## src/rtl/gen_step_ctrl.sv

```systemverilog
// Generation-step controller: synchronises the flush clock, turns each rising edge into a
// step request for the life engine and counts generations. Option: STEP_OVERRUN_CNT_EN.
module gen_step_ctrl #(
  parameter int CNT_W       = 16,
  parameter int SYNC_STAGES = 2
`ifdef STEP_OVERRUN_CNT_EN
  ,
  parameter int OVR_W       = 8
`endif
) (
  input  logic             clk,
  input  logic             rst,
  input  logic             flush_clk,
  input  logic [3:0]       usr_op,
  input  logic             step_done,
  output logic             step_req,
  output logic             clr_pulse,
  output logic             running,
  output logic [CNT_W-1:0] gen_count
`ifdef STEP_OVERRUN_CNT_EN
  ,
  output logic [OVR_W-1:0] ovr_count
`endif
);

  typedef enum logic [1:0] {ST_PAUSE, ST_RUN, ST_BUSY, ST_CLR} state_t;

  state_t               state_q, state_d;
  logic                 running_q, running_d;
  logic                 tick_pend_q, tick_pend_d;
  logic                 clr_pend_q, clr_pend_d;
  logic [CNT_W-1:0]     gen_q, gen_d;
  logic [3:0]           usr_q;
  logic [3:0]           usr_rise;
  logic [SYNC_STAGES-1:0] sync_q;
  logic                 sync_dly_q;
  logic                 tick;
  logic                 drop_tick;
  logic                 enter_clr;

  // Tick is the rising edge seen at the end of the synchroniser chain.
  assign tick     = sync_q[SYNC_STAGES-1] & ~sync_dly_q;
  assign usr_rise = usr_op & ~usr_q;

  always_ff @(posedge clk) begin
    if (!rst) begin
      sync_q     <= '0;
      sync_dly_q <= 1'b0;
    end else begin
      sync_q     <= {sync_q[SYNC_STAGES-2:0], flush_clk};
      sync_dly_q <= sync_q[SYNC_STAGES-1];
    end
  end

  always_comb begin
    state_d     = state_q;
    running_d   = running_q;
    tick_pend_d = tick_pend_q;
    clr_pend_d  = clr_pend_q;
    gen_d       = gen_q;
    drop_tick   = 1'b0;
    enter_clr   = 1'b0;
    case (state_q)
      ST_PAUSE: begin
        if (usr_rise[3]) begin
          enter_clr = 1'b1;
        end else if (!usr_rise[1]) begin
          if (usr_rise[2]) begin
            state_d = ST_BUSY;
          end else if (usr_rise[0]) begin
            state_d   = ST_RUN;
            running_d = 1'b1;
          end
        end
      end
      ST_RUN: begin
        if (usr_rise[3]) begin
          enter_clr = 1'b1;
        end else if (usr_rise[1]) begin
          state_d   = ST_PAUSE;
          running_d = 1'b0;
        end else if (tick || tick_pend_q) begin
          state_d     = ST_BUSY;
          tick_pend_d = 1'b0;
        end
      end
      ST_BUSY: begin
        // The in-flight step always completes; a clear is only remembered.
        if (usr_rise[3]) begin
          clr_pend_d = 1'b1;
        end else if (usr_rise[1]) begin
          running_d = 1'b0;
        end else if (usr_rise[0]) begin
          running_d = 1'b1;
        end
        if (tick && running_q) begin
          if (tick_pend_q) drop_tick = 1'b1;
          else             tick_pend_d = 1'b1;
        end
        if (step_done) begin
          gen_d = gen_q + CNT_W'(1);
          if (clr_pend_q || usr_rise[3]) enter_clr = 1'b1;
          else if (running_d)            state_d = ST_RUN;
          else                           state_d = ST_PAUSE;
        end
      end
      default: state_d = ST_PAUSE;
    endcase
    if (enter_clr) begin
      state_d     = ST_CLR;
      gen_d       = '0;
      tick_pend_d = 1'b0;
      clr_pend_d  = 1'b0;
      running_d   = 1'b0;
    end
  end

  always_ff @(posedge clk) begin
    if (!rst) begin
      state_q     <= ST_PAUSE;
      running_q   <= 1'b0;
      tick_pend_q <= 1'b0;
      clr_pend_q  <= 1'b0;
      gen_q       <= '0;
      usr_q       <= '0;
    end else begin
      state_q     <= state_d;
      running_q   <= running_d;
      tick_pend_q <= tick_pend_d;
      clr_pend_q  <= clr_pend_d;
      gen_q       <= gen_d;
      usr_q       <= usr_op;
    end
  end

`ifdef STEP_OVERRUN_CNT_EN
  logic [OVR_W-1:0] ovr_q;

  always_ff @(posedge clk) begin
    if (!rst || enter_clr) begin
      ovr_q <= '0;
    end else if (drop_tick && (ovr_q != {OVR_W{1'b1}})) begin
      ovr_q <= ovr_q + OVR_W'(1);
    end
  end

  assign ovr_count = ovr_q;
`else
  logic unused_drop;
  assign unused_drop = drop_tick;
`endif

  assign step_req  = (state_q == ST_BUSY);
  assign clr_pulse = (state_q == ST_CLR);
  assign running   = running_q;
  assign gen_count = gen_q;

endmodule

```

## config.mk

```make
export PLATFORM = sky130hd
export DESIGN_NAME = gen_step_ctrl
export DESIGN_NICKNAME = d
export VERILOG_FILES = /design/src/rtl/gen_step_ctrl.sv
export SDC_FILE = /design/constraint.sdc
export NUM_CORES = 1
export LEC_CHECK = 0
export BUFFER_PORTS_ARGS = -buffer_cell sky130_fd_sc_hd__buf_4
export CORE_ASPECT_RATIO = 0.5
export CORE_MARGIN = 10
export CORE_UTILIZATION = 50
export CTS_BUF_LIST = sky130_fd_sc_hd__clkbuf_8
export DETAILED_ROUTE_END_ITERATION = 8
export PLACE_DENSITY = 0.86
export SLEW_MARGIN = 30
export SYNTH_ARGS = -nofsm -noshare
export SYNTH_HDL_FRONTEND = slang
export SYNTH_SLANG_ARGS = --single-unit
```

## constraint.sdc

```tcl
create_clock -name clk -period 1.7 [get_ports clk]
set_input_delay 0.255 -clock clk [delete_from_list [all_inputs] [get_ports clk]]
set_output_delay 0.255 -clock clk [all_outputs]
set_load 0.005 [all_outputs]
```

==> results_dict.tcl <==
set metrics [dict create \
    netlist_instances 148 \
    yosys_warnings 0 \
    clk-insertion-delay-late_ns 0.28 \
    reg2reg_from "state_q[1]" \
    wirelength_um 3360 \
    min_path_type "input pin to flip-flop" \
    worst_slew_pin_slew_ns 0.443 \
    first_pass_iters 6 \
    cts_tree "built" \
    pre_cts_ws_ns 0.0123 \
    synth-seq-area-share_pct 42.4 \
    layout_min_cycle_time_ns 1.61 \
    yosysTopAreaCell "dfxtp_1" \
    r2r_slack_ns 0.09 \
    drive_gt1_share_pct 27.4 \
    crit_slowest_cell "dfxtp_4" \
    port_buffers 26 \
    grt_start_max_net_pins 17 \
    synth_area_leaders "dfxtp_1, xor2_1, nor2_1" \
    routedWlPerCell_um 15.5 \
    antennaDiodeCount 0 \
    setup_viol 0 \
    status "completed" \
    synth-seq-cells 28 \
    hold_depth 2 \
    vias 1231 \
    hp-start "flush_clk" \
    clk_pin_slew_ns 0.10 \
    yosys.cell_types.count 35 \
    hold_end "sync_q[0]" \
    num_rows 13 \
    cap_violations 0 \
    synth_area_per_cell_sq_um 8.93 \
    cts_buffers 3 \
    period_share_pct 94.7 \
    die_h_um 56.4 \
    first_iter_violations 48 \
    layoutNonFillerInstCount 216 \
    track_usage_pct 13.0 \
    syn_to_final_growth_pct 28.4 \
    synth_edf_count 0 \
    dp.cells 211 \
    yosys.area.top_type_share_pct 42.4 \
    max_stage_delay_ns 0.38 \
    h-tree-depth 1 \
    ir_drop_v 0.000483 \
    clk_path_buf_depth 2 \
    finalHoldViolations 0 \
    max_freq_mhz 621 \
    die_w_um 92.7 \
    fin_area_sq_mm 0.00170 \
    worstPathMaxFanout 4 \
    fin_skew_ns 0.00545 \
    crit_path_start_kind "flip-flop" \
    crit_arrival_ns 1.79 \
    crit_required_ns 1.88 \
    grt_pass1_vias 1212 \
    start_util_pct 51.7 \
    antenna_found_initial 0 \
    slew_headroom_pct 70.0 \
    final_max_slew_viol_count 0 \
    crit_path_frequent_cell "inv_1" \
    rsz0062_at_grt "no" \
    die_area_sq_mm 0.00522 \
    whs_ns 0.173 \
    viasPerCell 5.70 \
    synthFlopType "dfxtp_1" \
    worst_setup_path_end_kind "flip-flop" \
    place_area_sq_mm 0.00158 \
    drcViolationCount 0 \
    fin_tns_setup_ns 0 \
    dp_hpwl_um 2350 \
    nets 193 \
    grt.overflow.total 0 \
    core_area_sq_mm 0.00255 \
    crit_chain "inv_1, ha_2, a211o_1, o211ai_1, inv_1, o221ai_2, nand2_1" \
    boundaryPins 27 \
    crit_type "flip-flop to flip-flop" \
    synth_area_sq_mm 0.00132 \
    reg2reg_depth 7 \
    synth_nets 161 \
    grt_pass1_wl_um 5600 \
    cts-root-buf "clkbuf_8" \
    antenna_left 0 \
    powerDensity_mw_per_mm2 1100 \
    async_flop_share_pct 0 \
    gp_congestion 0.873 \
    p_leak_nw 0.746 \
    timing.final.ws_setup_ns 0.0901 \
    timing.rr.end "state_q[1]" \
    cts_num_sinks 28 \
]
how the worst max path moves through the flow:
stage	cells past startpoint	endpoint	startpoint	slack (ns)
finish	7	state_q[1]	state_q[1]	0.09
global route	7	state_q[0]	state_q[1]	0.02
CTS	7	gen_count[15]	state_q[0]	0.02
detailed placement	7	gen_count[15]	state_q[0]	0.01
global placement	7	gen_count[1]	state_q[0]	0.06
floorplan	9	gen_count[11]	state_q[0]	0.06
sequential cells by signal (all words and copies together), names as in the netlist:
signal,flops
sync_q,2
state_q,2
gen_count,16
tick_pend_q,1
running,1
usr_q,4
clr_pend_q,1
sync_dly_q,1
cell usage in the layout, fill, tap and decap left out, drive strengths merged:
master / netlist / layout
and2: 8 / 8
o211ai: 1 / 1
nor2: 18 / 18
nand4: 6 / 6
o311ai: 1 / 1
a31oi: 1 / 1
bufinv: 0 / 1
o21ba: 1 / 1
o311a: 1 / 1
a41o: 1 / 1
buf: 6 / 34
nand2: 9 / 9
and3: 8 / 8
nand3: 7 / 7
a22o: 1 / 1
o221ai: 2 / 2
mux2i: 1 / 1
nand3b: 1 / 1
xnor2: 2 / 2
a211o: 1 / 1
a41oi: 1 / 1
nand2b: 4 / 4
clkbuf: 1 / 3
dfxtp: 28 / 28
and4: 2 / 2
nor3: 1 / 1
o21ai: 3 / 3
nor2b: 3 / 3
ha: 5 / 5
inv: 5 / 5
xor2: 13 / 13
a22oi: 2 / 2
o31ai: 1 / 1
a21oi: 2 / 2
nor3b: 1 / 1
report_power, final:
| part | switching (mW) | internal (mW) | total (mW) |
|---|---|---|---|
| clock network | 0.218 | 0.316 | 0.534 |
| logic | 0.320 | 0.270 | 0.590 |
| registers | 0.0402 | 0.702 | 0.742 |
metal layers:
metal  track usage, %  vias to the layer above  share of wire [%]  routed length, um
met5                0                        -                  0                  0
met4             7.64                        0                4.1                138
met3             3.58                       16                5.2                176
met2             22.8                       53                 51               1710
met1             13.6                      586                 40               1330
li1                 -                      576                  -                  -
cells by family after synthesis:
| logic type | Yosys count | synth area share (%) |
|---|---|---|
| compound gates | 19 | 10.9 |
| fa+ha+maj | 5 | 4.73 |
| buf+inv | 12 | 4.36 |
| xor+xnor | 15 | 9.94 |
| mux | 1 | 0.758 |
| flops | 28 | 42.4 |
| simple gates | 68 | 26.9 |
area by class of cell:
class | instances | area, sq um
multi-input combinational | 108 | 736
timing repair buffer | 34 | 259
inverter | 5 | 18.8
clock inverter | 1 | 30.0
sequential | 28 | 566
tap | 37 | 46.3
fill | 198 | 857
clock buffer | 3 | 41.3
Yosys cell counts (all sizes together) (2+ instances only):
library cell and instances:
and4 2, nand2b 4, xor2 13, nand4 6, dfxtp 28, o21ai 3, ha 5, xnor2 2
a21oi 2, a22oi 2, and3 8, buf 6, nor2b 3, nand2 9, inv 5, o221ai 2
nand3 7, and2 8, nor2 18
critical path: cells and delay by family, from the launching register on:
| family | cells | cell delay [ns] |
|---|---|---|
| and+or+nand+nor | 1 | 0.06 |
| DFF | 1 | 0.38 |
| AOI/OAI and AO/OA | 3 | 0.67 |
| adders and majority gates | 1 | 0.19 |
| buffers and inverters | 2 | 0.20 |
metrics by stage:
stage	total power, mW	utilization, %
after floorplan	1.07	-
after global routing	1.96	66.4
after CTS	1.79	64.7
after detailed placement	1.25	61.8
final	1.87	66.4
after global placement	1.23	61.8
repair_timing:
item / 4_1_cts / 5_1_grt
pin swaps: 0 / 4
setup endpoints to repair: 6 / 20
hold buffers: 0 / 0
buffers inserted: 0 / 1
resized for setup: 2 / 13
No activity file was read; power rests on OpenSTA's default activity.
